[src/rtl/vga_frame_reader.sv]
// Display-side reader of the camera frame buffer: 640x480@60 VGA timing,
// 2x-upscaled fetch of the 320x240 RGB565 buffer, 12-bit VGA output.
module vga_frame_reader #(
    parameter int H_ACTIVE = 640,
    parameter int H_FP     = 16,
    parameter int H_SYNC   = 96,
    parameter int H_BP     = 48,
    parameter int V_ACTIVE = 480,
    parameter int V_FP     = 10,
    parameter int V_SYNC   = 2,
    parameter int V_BP     = 33,
    parameter int FB_W     = 320,
    parameter int FB_H     = 240
) (
    input  logic        pclk,
    input  logic        rst_n,
    output logic [16:0] addr,
    input  logic [15:0] din,
    output logic [3:0]  vga_r,
    output logic [3:0]  vga_g,
    output logic [3:0]  vga_b,
    output logic        hsync,
    output logic        vsync,
    output logic        frame_start
);
    localparam int H_TOTAL = H_ACTIVE + H_FP + H_SYNC + H_BP;
    localparam int V_TOTAL = V_ACTIVE + V_FP + V_SYNC + V_BP;

    localparam logic [9:0]  H_LAST     = 10'(H_TOTAL - 1);
    localparam logic [9:0]  V_LAST     = 10'(V_TOTAL - 1);
    localparam logic [9:0]  H_ACT      = 10'(H_ACTIVE);
    localparam logic [9:0]  V_ACT      = 10'(V_ACTIVE);
    localparam logic [9:0]  HS_BEG     = 10'(H_ACTIVE + H_FP);
    localparam logic [9:0]  HS_END     = 10'(H_ACTIVE + H_FP + H_SYNC);
    localparam logic [9:0]  VS_BEG     = 10'(V_ACTIVE + V_FP);
    localparam logic [9:0]  VS_END     = 10'(V_ACTIVE + V_FP + V_SYNC);
    localparam logic [8:0]  FB_ROWS    = 9'(FB_H);
    localparam logic [16:0] ROW_STRIDE = 17'(FB_W);

    // Control pipeline word: {act, hs, vs, fs}; idle value has syncs high.
    localparam logic [3:0]  CTL_IDLE   = 4'b0110;

    logic [9:0]  h_cnt_q, h_cnt_d;
    logic [9:0]  v_cnt_q, v_cnt_d;
    logic [16:0] line_base_q, line_base_d;
    logic [16:0] addr_q, addr_d;
    logic [3:0]  ctl_p1_q, ctl_p1_d;
    logic [3:0]  ctl_p2_q, ctl_p2_d;
    logic [11:0] rgb_q, rgb_d;
    logic        hsync_q, hsync_d;
    logic        vsync_q, vsync_d;
    logic        frame_start_q, frame_start_d;

    logic        h_wrap, v_wrap;
    logic        act_p0, hs_p0, vs_p0, fs_p0;
    logic        din_unused;

    assign din_unused = ^{din[11], din[6:5], din[0]};

    // Stage 0: raster counters and position-derived control
    always_comb begin
        h_wrap  = (h_cnt_q == H_LAST);
        v_wrap  = (v_cnt_q == V_LAST);
        act_p0  = (h_cnt_q < H_ACT) && (v_cnt_q < V_ACT);
        hs_p0   = !((h_cnt_q >= HS_BEG) && (h_cnt_q < HS_END));
        vs_p0   = !((v_cnt_q >= VS_BEG) && (v_cnt_q < VS_END));
        fs_p0   = (h_cnt_q == 10'd0) && (v_cnt_q == 10'd0);

        h_cnt_d = h_wrap ? 10'd0 : h_cnt_q + 10'd1;
        v_cnt_d = v_cnt_q;
        if (h_wrap) begin
            v_cnt_d = v_wrap ? 10'd0 : v_cnt_q + 10'd1;
        end
    end

    // Stage 1: buffer address; a row base advances after each odd line so
    // line pairs share one buffer row, and addr freezes outside the picture.
    always_comb begin
        line_base_d = line_base_q;
        if (h_wrap && v_wrap) begin
            line_base_d = '0;
        end else if (h_wrap && v_cnt_q[0] && (v_cnt_q[9:1] < FB_ROWS)) begin
            line_base_d = line_base_q + ROW_STRIDE;
        end

        addr_d = addr_q;
        if (act_p0) begin
            addr_d = line_base_q + {8'd0, h_cnt_q[9:1]};
        end

        ctl_p1_d = {act_p0, hs_p0, vs_p0, fs_p0};
    end

    // Stage 2: din now holds the word for the address issued last cycle
    always_comb begin
        ctl_p2_d = ctl_p1_q;
    end

    // Stage 3: truncate RGB565 to 4:4:4 and register with aligned syncs
    always_comb begin
        rgb_d         = ctl_p2_q[3] ? {din[15:12], din[10:7], din[4:1]} : 12'd0;
        hsync_d       = ctl_p2_q[2];
        vsync_d       = ctl_p2_q[1];
        frame_start_d = ctl_p2_q[0];
    end

    always_ff @(posedge pclk or negedge rst_n) begin
        if (!rst_n) begin
            h_cnt_q       <= '0;
            v_cnt_q       <= '0;
            line_base_q   <= '0;
            addr_q        <= '0;
            ctl_p1_q      <= CTL_IDLE;
            ctl_p2_q      <= CTL_IDLE;
            rgb_q         <= '0;
            hsync_q       <= 1'b1;
            vsync_q       <= 1'b1;
            frame_start_q <= 1'b0;
        end else begin
            h_cnt_q       <= h_cnt_d;
            v_cnt_q       <= v_cnt_d;
            line_base_q   <= line_base_d;
            addr_q        <= addr_d;
            ctl_p1_q      <= ctl_p1_d;
            ctl_p2_q      <= ctl_p2_d;
            rgb_q         <= rgb_d;
            hsync_q       <= hsync_d;
            vsync_q       <= vsync_d;
            frame_start_q <= frame_start_d;
        end
    end

    assign addr        = addr_q;
    assign vga_r       = rgb_q[11:8];
    assign vga_g       = rgb_q[7:4];
    assign vga_b       = rgb_q[3:0];
    assign hsync       = hsync_q;
    assign vsync       = vsync_q;
    assign frame_start = frame_start_q;

endmodule

[config.mk]
export PLATFORM = sky130hd
export DESIGN_NAME = vga_frame_reader
export DESIGN_NICKNAME = d
export VERILOG_FILES = /design/src/rtl/vga_frame_reader.sv
export SDC_FILE = /design/constraint.sdc
export NUM_CORES = 1
export LEC_CHECK = 0
export BUFFER_PORTS_ARGS = -buffer_cell sky130_fd_sc_hd__clkbuf_2
export CAP_MARGIN = 15
export CORE_MARGIN = 2
export CORE_UTILIZATION = 53
export CTS_CLUSTER_DIAMETER = 200
export CTS_CLUSTER_SIZE = 12
export DETAILED_ROUTE_END_ITERATION = 12
export PLACE_DENSITY = 0.75
export RECOVER_POWER = 100
export REMOVE_ABC_BUFFERS = 1
export SLEW_MARGIN = 0
export SYNTH_ARGS = -nofsm -noshare
export SYNTH_HDL_FRONTEND = slang
export SYNTH_SLANG_ARGS = --single-unit
[constraint.sdc]
create_clock -name pclk -period 2.81 [get_ports pclk]
set_input_delay 0.4215 -clock pclk [delete_from_list [all_inputs] [get_ports pclk]]
set_output_delay 0.4215 -clock pclk [all_outputs]
set_load 0.05 [all_outputs]
Word level (Yosys, flattened, before mapping)

Index checks and enable logic that the tools add are counted.

Logic and storage cells: 40
Bits in registers: 77
Input port bits: 18
Output and inout port bits: 32

Muxes and demuxes: 5
Equality and inequality tests: 2
Reduce and logical (&&, ||, !) cells: 12
Add/subtract/negate cells: 4
Order comparisons: 7

Operator list:

| operator              | number |
|---|---|
| $mux 17               | 2 |
| $add 10x1->10 const B | 2 |
| $eq 10x10->1 const B  | 2 |
| $logic_not 10->1      | 2 |
| $lt 10x10->1 const B  | 2 |
| $lt 10x9->1 const B   | 2 |
| $mux 10               | 2 |
| $add 17x9->17         | 1 |
| $add 17x9->17 const B | 1 |
| $mux 12               | 1 |
| $ge 10x10->1 const B  | 1 |
| $ge 10x9->1 const B   | 1 |
| $lt 9x8->1 const B    | 1 |
| $logic_and 1x1->1     | 7 |
| $logic_not 1->1       | 2 |
| $reduce_bool 2->1     | 1 |

Depth between registers and ports, before layout

Word-level depth: 5
Mapped depth: 8

Worst setup path after synthesis

OpenSTA, ideal clock, no wires.

Path kind: reg2reg
Start: register h_cnt_q[0]
End: register line_base_q[16]
Stages on the path, launching flop included: 7
Data required time: 2.732 ns
Arrival: 1.977 ns
Setup slack: 0.755 ns
Clock period less this slack: 2.055 ns
Cells stage by stage: dfrtp_1 ha_1 nand4_1 or3_4 buf_6 or4_1 a21oi_1

Longest elaborated chain between the ends: 4
Elaborated cells on any way between the ends: 6
Those cells by class: eq/ne (1); mux (1); reduce/logical (4)

Ends and longest elaborated chain:

| what                               | RTL line | source |
|---|---|---|
| start, declared                    | 43       | `logic [9:0] h_cnt_q, h_cnt_d;` |
| start signal, assigned             | 120      | `h_cnt_q <= h_cnt_d;` |
| $eq 10x10->1 (*)                   | 62       | `h_wrap = (h_cnt_q == H_LAST);` |
| $logic_and 1x1->1 (2 in a row)     | 82       | `end else if (h_wrap && v_cnt_q[0] && (v_cnt_q[9:1] < FB_ROWS)) begin` |
| $reduce_bool 2->1 (no source line) | --       |  |
| end signal, assigned               | 122      | `line_base_q <= line_base_d;` |
| end, declared                      | 45       | `logic [16:0] line_base_q, line_base_d;` |

Mark *: on every way between the ends. The rest lies on a longest branch, timed or not.
A chain may end at the register's enable or synchronous reset.

Worst setup path after layout

Start: register h_cnt_q[0]
End: register v_cnt_q[9]

Longest elaborated chain between the ends: 1

Ends and longest elaborated chain:

| what                 | RTL line | source |
|---|---|---|
| $eq 10x10->1         | 62       |  |
| end signal, assigned | 121      | `v_cnt_q <= v_cnt_d;` |
| end, declared        | 44       | `logic [9:0] v_cnt_q, v_cnt_d;` |

No other way between the ends.

==> impl_metrics.ini <==
[status]
status = finished, final reports clean

[logic_synthesis]
netlist.area_leader.share_pct = 51.0
synth.area.top_cells = dfrtp_1, dfstp_2, nand2_1
syn_area_um2 = 3190
seq_area_frac_synth_pct = 56.0
yosys_warnings = 0
ys_ff_latch = 71
synth_top_area_cell = dfrtp_1
synth_edf_count = 0
netlist_instances = 305
synthFlopType = dfrtp_1
ys_types = 40
async_flop_share_pct = 100
syn_area_per_cell_um2 = 10.5

[detailed_routing]
vias_per_cell = 5.56
avgRoutedWirePerCell_um = 15.0
firstDrtPassIters = 4
drc = 0
routed_wl_mm = 6.45
drtAntennaViolNets = 0
via_count = 2392
first_iter_violations = 175

[power_and_ir_drop]
switching_share_pct = 22.7
clkPwrFrac_pct = 42.3
power.total_mw = 1.91
power.density_nw_per_um2 = 530
p_seq_share_pct = 54.0
p_sw_mw = 0.434
power.leakage_nw = 1.54
combPwrFrac_pct = 3.7
ir_drop_v = 0.000394
power.internal_mw = 1.48

[layout]
multi_input_area_um2 = 1290
mostFrequentLayoutCells = dfrtp_1, nand2_1, clkbuf_1
drive_gt1_share_pct = 10.7
nets = 376
regArea_um2 = 1780
layout_commonest_cell = dfrtp_1
finalInstanceArea_um2 = 3610
nFillCells = 491
antenna_cells = 0
syn_to_final_growth_pct = 13.1

[clock_tree]
clk_pin_slew_ns = 0.08
post_cts_buffers = 0
cts_buffer_depth = 2
cts_resized = 0
numClockSinks = 71
h-tree-depth = 3
root_buffer = clkbuf_8
cts-buffers-inserted = 9
cts_tree = built
clk-insertion-delay-late_ns = 0.34
postCtsHoldBufs = 0

[sta]
post-route-min-period_ns = 2.31
tightest_slew_ns = 1.37
fmax_mhz = 432
tns_ns = 0
hold_viol_final = 0
maxSlewHeadroom_pct = 8.41
skew_ns = 0.00943
timing.final.max_slew_violations = 0
holdWs_ns = 0.294
finalCritPeriodShare_pct = 82.4
rsz0062_at_grt = false
setup_viol = 0

[floorplanning]
boundaryPins = 50
design.core.area_um2 = 5850
num_rows = 28
die_y_um = 81.6
initial_core_util_pct = 54.5
die_w_um = 81.6
die_area_um2 = 6650

[placement]
gp_congestion = 0.859
place_area_um2 = 3470
numPortBuffers = 45
dpl.hpwl_mm = 4.30

[grt]
grt_pass1_vias = 2235
gr-total-overflow = 0
grt_pass1_wl_mm = 10.5
grt_usage_pct = 20.8
antenna_found_initial = 0
grt_max_degree = 45

[hold_path]
holdCritPathClass = input pin to register

[setup_path]
arrival_ns = 2.58
end_kind = register
critPathMaxFanout = 29
worstPathRequired_ns = 3.07
crit_type = register to register
start_kind = register

[flow_run]
drv_cap = 0
through the flow:
stage	setup slack [ns]	utilization, %	std cells
3_3_place_gp	0.571	59.3	414
2_1_floorplan	0.652	-	290
5_1_grt	0.168	61.7	430
3_5_place_dp	0.522	59.3	414
6_report	0.495	61.7	430
4_1_cts	0.500	62.7	430
final timing paths:
path / startpoint / end / slack, ns / depth (start not counted)
max reg2reg: h_cnt_q[0]$_DFF_PN0_ / v_cnt_q[9]$_DFFE_PN0N_ / 0.50 / 5
min reg2reg: ctl_p2_q[0]$_DFF_PN0_ / frame_start$_DFF_PN0_ / 0.35 / 0
min: din[7] / rgb_q[4]$_DFF_PN0_ / 0.29 / 2
min in group asynchronous: rst_n / rgb_q[4]$_DFF_PN0_ / 0.38 / 1
max in group asynchronous: rst_n / line_base_q[15]$_DFFE_PN0P_ / 0.70 / 2
max: h_cnt_q[0]$_DFF_PN0_ / v_cnt_q[9]$_DFFE_PN0N_ / 0.50 / 5
state kept, by name, indices dropped and copies added (netlist names):
register     flops
addr            17
rgb_q           12
line_base_q     11
h_cnt_q         10
v_cnt_q         10
ctl_p1_q         4
ctl_p2_q         4
frame_start      1
hsync            1
vsync            1
critical path, cell delays in order (launching register included):
cell and delay (ns):
dfrtp_1 0.41, ha_1 0.26, nand4_1 0.26, or3_4 0.60, or4_1 0.54, a21oi_1 0.17
synth_stat cells (all sizes together), types with 2 or more instances:
master,instances
nand2,38
nand3,16
o31a,2
nor4,10
nand4,3
dfrtp,65
a21oi,11
nor3,6
nand4b,2
and2,13
o22a,2
or3,5
a21o,2
and4,2
inv,8
o21ai,17
xnor2,16
o31ai,10
or4,10
dfstp,6
clkbuf,11
xor2,6
ha,8
and3,6
buf,4
nor2,15
or2,2
cells by family after synthesis:
logic type	after synthesis	synth area share (%)
flip-flops	71	56.0
AND/OR/NAND/NOR	132	21.9
buffers and inverters	24	3.61
adder cells (fa/ha/maj)	8	3.14
XOR/XNOR	22	6.04
AO/OA/AOI/OAI	48	9.34
final cells by class:
cell class,instances,share of cell area [%]
Timing Repair Buffer,49,5.76
Tap cell,75,2.60
Multi-Input combinational cell,210,35.7
Inverter,9,0.937
Clock buffer,11,3.92
Clock inverter,5,1.60
Sequential cell,71,49.5
layer usage:
metal | vias to the layer above | global-route usage (%) | routed length (um)
li1 | 1170 | - | -
met1 | 1146 | 29.2 | 2970
met2 | 70 | 31.3 | 3040
met3 | 6 | 3.08 | 374
met4 | 0 | 11.0 | 64
met5 | - | 0 | 0
power groups by stage:
stage               Sequential, mW  Clock, mW  Combinational [mW]
floorplan                     1.08          0             0.00580
global placement              1.05          0              0.0785
detailed placement            1.05          0              0.0795
CTS                           1.03      0.825              0.0799
global route                  1.03      0.874              0.0799
finish                        1.03      0.808              0.0716
Note: power is estimated with default switching activity, not from simulation.
